==> src/rtl/gray_to_binary_dec.sv <==
// gray_to_binary_dec: registered Gray-to-binary decoder with valid/ready on
// both sides and a single output register (full throughput, 1-cycle latency).
// Optional step checker enabled by defining GRAY_STEP_CHECK_EN: flags accepted
// words whose Gray code differs from the previous accepted word in more than
// one bit, and keeps a saturating count of such events. Without the macro,
// step_err and err_cnt are tied to 0 and no history registers are built.
module gray_to_binary_dec #(
  parameter int WIDTH     = 4,
  parameter int ERR_CNT_W = 8
) (
  input  logic                 clk,
  input  logic                 rst_n,
  input  logic                 in_valid,
  output logic                 in_ready,
  input  logic [WIDTH-1:0]     in_gray,
  output logic                 out_valid,
  input  logic                 out_ready,
  output logic [WIDTH-1:0]     out_bin,
  output logic                 step_err,
  output logic [ERR_CNT_W-1:0] err_cnt
);

  logic             accept;
  logic             emit;
  logic [WIDTH-1:0] dec_bin;
  logic             out_valid_q, out_valid_d;
  logic [WIDTH-1:0] out_bin_q, out_bin_d;

  // Output register is free when empty or being drained this cycle.
  assign in_ready = !out_valid_q || out_ready;
  assign accept   = in_valid && in_ready;
  assign emit     = out_valid_q && out_ready;

  // Each binary bit is the parity of the Gray bits at and above it.
  always_comb begin
    dec_bin = '0;
    for (int i = 0; i < WIDTH; i++) begin
      dec_bin[i] = ^(in_gray >> i);
    end
  end

  // Next state of the output register: load on accept, drop valid on a bare emit.
  always_comb begin
    out_valid_d = out_valid_q;
    out_bin_d   = out_bin_q;
    if (accept) begin
      out_valid_d = 1'b1;
      out_bin_d   = dec_bin;
    end else if (emit) begin
      out_valid_d = 1'b0;
    end
  end

  // Output register.
  always_ff @(posedge clk or negedge rst_n) begin
    if (!rst_n) begin
      out_valid_q <= 1'b0;
      out_bin_q   <= '0;
    end else begin
      out_valid_q <= out_valid_d;
      out_bin_q   <= out_bin_d;
    end
  end

  assign out_valid = out_valid_q;
  assign out_bin   = out_bin_q;

`ifdef GRAY_STEP_CHECK_EN
  localparam logic [WIDTH-1:0]     ONE_W   = WIDTH'(1);
  localparam logic [ERR_CNT_W-1:0] CNT_ONE = ERR_CNT_W'(1);
  localparam logic [ERR_CNT_W-1:0] CNT_MAX = '1;

  logic [WIDTH-1:0]     prev_gray_q, prev_gray_d;
  logic                 have_prev_q, have_prev_d;
  logic                 step_err_q, step_err_d;
  logic [ERR_CNT_W-1:0] err_cnt_q, err_cnt_d;
  logic [WIDTH-1:0]     diff;
  logic                 multi_bit;
  logic                 step_flag;

  // More than one differing bit <=> clearing the lowest set bit leaves something.
  assign diff      = in_gray ^ prev_gray_q;
  assign multi_bit = |(diff & (diff - ONE_W));
  assign step_flag = have_prev_q && multi_bit;

  // Checker next state: history and flag update only on accept.
  always_comb begin
    prev_gray_d = prev_gray_q;
    have_prev_d = have_prev_q;
    step_err_d  = step_err_q;
    err_cnt_d   = err_cnt_q;
    if (accept) begin
      prev_gray_d = in_gray;
      have_prev_d = 1'b1;
      step_err_d  = step_flag;
      if (step_flag && (err_cnt_q != CNT_MAX)) begin
        err_cnt_d = err_cnt_q + CNT_ONE;
      end
    end
  end

  // Checker registers.
  always_ff @(posedge clk or negedge rst_n) begin
    if (!rst_n) begin
      prev_gray_q <= '0;
      have_prev_q <= 1'b0;
      step_err_q  <= 1'b0;
      err_cnt_q   <= '0;
    end else begin
      prev_gray_q <= prev_gray_d;
      have_prev_q <= have_prev_d;
      step_err_q  <= step_err_d;
      err_cnt_q   <= err_cnt_d;
    end
  end

  assign step_err = step_err_q;
  assign err_cnt  = err_cnt_q;
`else
  assign step_err = 1'b0;
  assign err_cnt  = '0;
`endif

endmodule

==> config.mk <==
export PLATFORM = sky130hd
export DESIGN_NAME = gray_to_binary_dec
export DESIGN_NICKNAME = d
export VERILOG_FILES = /design/src/rtl/gray_to_binary_dec.sv
export SDC_FILE = /design/constraint.sdc
export NUM_CORES = 1
export LEC_CHECK = 0
export BUFFER_PORTS_ARGS = -buffer_cell sky130_fd_sc_hd__buf_2
export CORE_AREA = 2 2 39 41
export CTS_CLUSTER_DIAMETER = 200
export DETAILED_ROUTE_END_ITERATION = 10
export DIE_AREA = 0 0 41 43
export SLEW_MARGIN = 20
export SYNTH_ARGS = -nofsm -noshare
export SYNTH_HDL_FRONTEND = slang
export SYNTH_SLANG_ARGS = --single-unit
==> constraint.sdc <==
create_clock -name clk -period 1.25 [get_ports clk]
set_input_delay 0.0625 -clock clk [delete_from_list [all_inputs] [get_ports clk]]
set_output_delay 0.0625 -clock clk [all_outputs]
set_load 0.01 [all_outputs]
==> key figures <==
Cells and area
  • Final Non-Filler Cells: 59
  • Synthesis-to-finish area growth: 27.9%
  • Filler Cells Inserted: 157
  • Ant diodes: 0
  • NumNets Final: 52
  • Share of layout cells above drive strength 1: 0.488
  • FF/Latch Area: 125 µm²
  • Multi-input logic area: 138 µm²
  • Design Area, Final: 384 µm²

Power
  • Static Leak: 0.195 nW
  • Switching power of the nets: 142 µW
  • Seq pwr share: 0.393
  • Clock power frac: 0.345
  • Peak supply drop: 0.391 mV
  • Sw frac: 0.271
  • Power density over the cells: 1360 mW/mm²
  • Combinational power share: 0.262
  • Internal power: 381 µW

Timing
  • Final Critical Period: 1.04 ns
  • Final Hold Viols: 0
  • Setup Total Neg Slack: 0 ns
  • RSZ-0062 raised after global routing: no
  • Fin. max-slew vios: 0
  • Tcrit/Tclk final: 0.834
  • Max Clock Freq: 960 MHz
  • Final setup vio count: 0
  • Hold_ws: 0.0307 ns
  • Fin worst setup slack: 0.208 ns
  • Clk_skew: 0.000848 ns

Synth
  • Yosys Warn Count: 0
  • Avg Cell Area, Syn: 11.5 µm²
  • Synthesized cell area: 300 µm²
  • Yosys top cell area share: 0.417
  • Mapped Cells: 26
  • Post-synthesis adder-cell area fraction: 0
  • Post-synth top area cell: dfrtp_1
  • Flops & latches, synth: 5
  • Largest family of logic cells by synthesized area: buffers and inverters
  • XOR/XNOR share of the synthesized area: 0.142
  • Multiplexer area fraction after synthesis: 0.150
  • Distinct cells, synth: 9
  • Dominant cells by area after synthesis: dfrtp_1 (42%), buf_4 (23%), mux2_2 (15%)
  • Post-Synth Simple-Gate Area: 0.0542
  • Compound-Gate Fraction of Synth Area: 0
  • Post-synthesis sequential area ratio: 0.417

Clocking
  • Clock tree buffer depth: 2
  • CTS root buf: clkbuf_4
  • Clock transition at path regs: 0.04 ns
  • CTS Buf Count: 3
  • CTS tree: built
  • H-tree depth: 1
  • Clk Latency, worst-skew pair: 0.24 ns
  • TritonCTS Sinks: 5

Detailed routing
  • Drt wl/cell: 7.88 µm
  • Vias: 196
  • Final WL: 465 µm
  • Avg Vias per Cell: 3.32
  • Routed Antenna Nets: 0
  • DRC viols: 0
  • TritonRoute pass-1 iters: 2
  • 1st-iter DRT viols: 3

Floorplanning
  • Die area: 0.00176 mm²
  • Starting density of the core: 0.217
  • Chip width: 41 µm
  • Core Area: 0.00138 mm²
  • Die Y: 43 µm
  • FP Rows: 14
  • Ports: 23

Global route
  • Grt ovf: 0
  • Largest net degree at the start of global routing: 6
  • Initial antenna violation count: 0
  • First-pass GRT wire length: 800 µm
  • Vias in the first global route: 211
  • Total GRT Usage: 0.0716

Place
  • Placed cell area: 348 µm²
  • Port bufs: 13
  • Global placement routability congestion: 0.654
  • Placed Cells: 54
  • DP Worst Slack: 0.197 ns

Flow run
  • Max-Cap Viols: 0

Hold path
  • Cell count of the worst hold path: 2
  • Hold Crit Class: primary input to flop
  • Hold Startpoint: in_valid
  • Hold endpoint: out_valid$_DFFE_PN0P_

Critical path
  • Reg2reg end: out_bin[0]$_DFFE_PN0P_
  • Reg2reg setup slack: 0.21 ns
  • Crit. End Element: flop
  • Crit path kind: flop to flop
  • R2r startpoint: out_valid$_DFFE_PN0P_
  • Cells on worst reg2reg path: 3
  • Worst path arrival time: 1.16 ns
  • Critical path fanouts, max: 4
  • Critical Path RT: 1.37 ns
  • Worst setup SP type: flop

Outcome
  • Outcome: finished clean
-- timing repair --
action | 4_1_cts | 5_1_grt
hold buffers | 1 | 0
setup buffers | 0 | 0
resized for setup | 0 | 0
hold endpoints to repair | 5 | 0
-- area by class of cell --
type | count | area share
sequential | 5 | 0.326
multi-input combinational | 20 | 0.358
clock buffer | 4 | 0.0684
timing repair buffer | 14 | 0.195
tap | 16 | 0.0521
-- routing by layer --
layer	track usage	up-vias	share of wire
li1	-	98	-
met1	0.0784	86	0.37
met2	0.0906	10	0.50
met3	0.0314	2	0.12
met4	0.0800	0	0.0086
met5	0	-	0
-- worst max path at each step --
stage	depth (start not counted)	to	slack (ns)	startpoint
floorplan	3	out_bin[0]$_DFFE_PN0P_	0.13	out_valid$_DFFE_PN0P_
global placement	3	out_bin[1]$_DFFE_PN0P_	0.20	out_valid$_DFFE_PN0P_
detailed placement	3	out_bin[0]$_DFFE_PN0P_	0.20	out_valid$_DFFE_PN0P_
CTS	3	out_bin[0]$_DFFE_PN0P_	0.20	out_valid$_DFFE_PN0P_
global route	3	out_bin[1]$_DFFE_PN0P_	0.11	out_valid$_DFFE_PN0P_
finish	3	out_bin[0]$_DFFE_PN0P_	0.21	out_valid$_DFFE_PN0P_
-- placed cells by master (no fill, tap or decap) --
cell,synthesis,layout
nand2b_1,2,2
xnor2_1,2,2
nand2_1,1,1
dfrtp_1,5,5
buf_2,0,13
clkbuf_4,0,3
clkbuf_1,0,1
dlygate4sd3_1,0,1
xor2_2,1,1
conb_1,1,9
mux2_2,4,4
xor2_1,1,1
-- synthesized netlist by cell type --
library cell,n
xor2_2,1
nand2_1,1
dfrtp_1,5
conb_1,1
mux2_2,4
buf_4,9
nand2b_1,2
xor2_1,1
xnor2_1,2
-- critical path, cell delays in order, from the launching register on --
cell and delay (ns):
dfrtp_1 0.33, nand2b_1 0.08, nand2_1 0.16, mux2_2 0.35
-- cell families after synthesis --
logic type             Yosys count
XOR/XNOR                         4
buffers and inverters            9
flip-flops                       5
multiplexers                     4
other                            1
AND/OR/NAND/NOR                  3
-- state kept, by name (all words and copies together) (netlist names) --
| register | cells |
|---|---|
| out_bin | 4 |
| out_valid | 1 |
-- power by group through the flow --
| stage | sequential, mW | clock, mW | combinational [mW] |
|---|---|---|---|
| 2_1_floorplan | 0.225 | 0 | 0.0841 |
| 3_3_place_gp | 0.208 | 0 | 0.135 |
| 3_5_place_dp | 0.209 | 0 | 0.137 |
| 4_1_cts | 0.206 | 0.196 | 0.140 |
| 5_1_grt | 0.212 | 0.205 | 0.154 |
| 6_report | 0.205 | 0.181 | 0.137 |
-- per-stage QoR --
stage                     power, mW  utilization
after global placement        0.343        0.251
final                         0.523        0.278
after CTS                     0.542        0.278
after global routing          0.570        0.278
after detailed placement      0.346        0.251
after floorplan               0.309            -
Power figures use the tool's default switching activity.
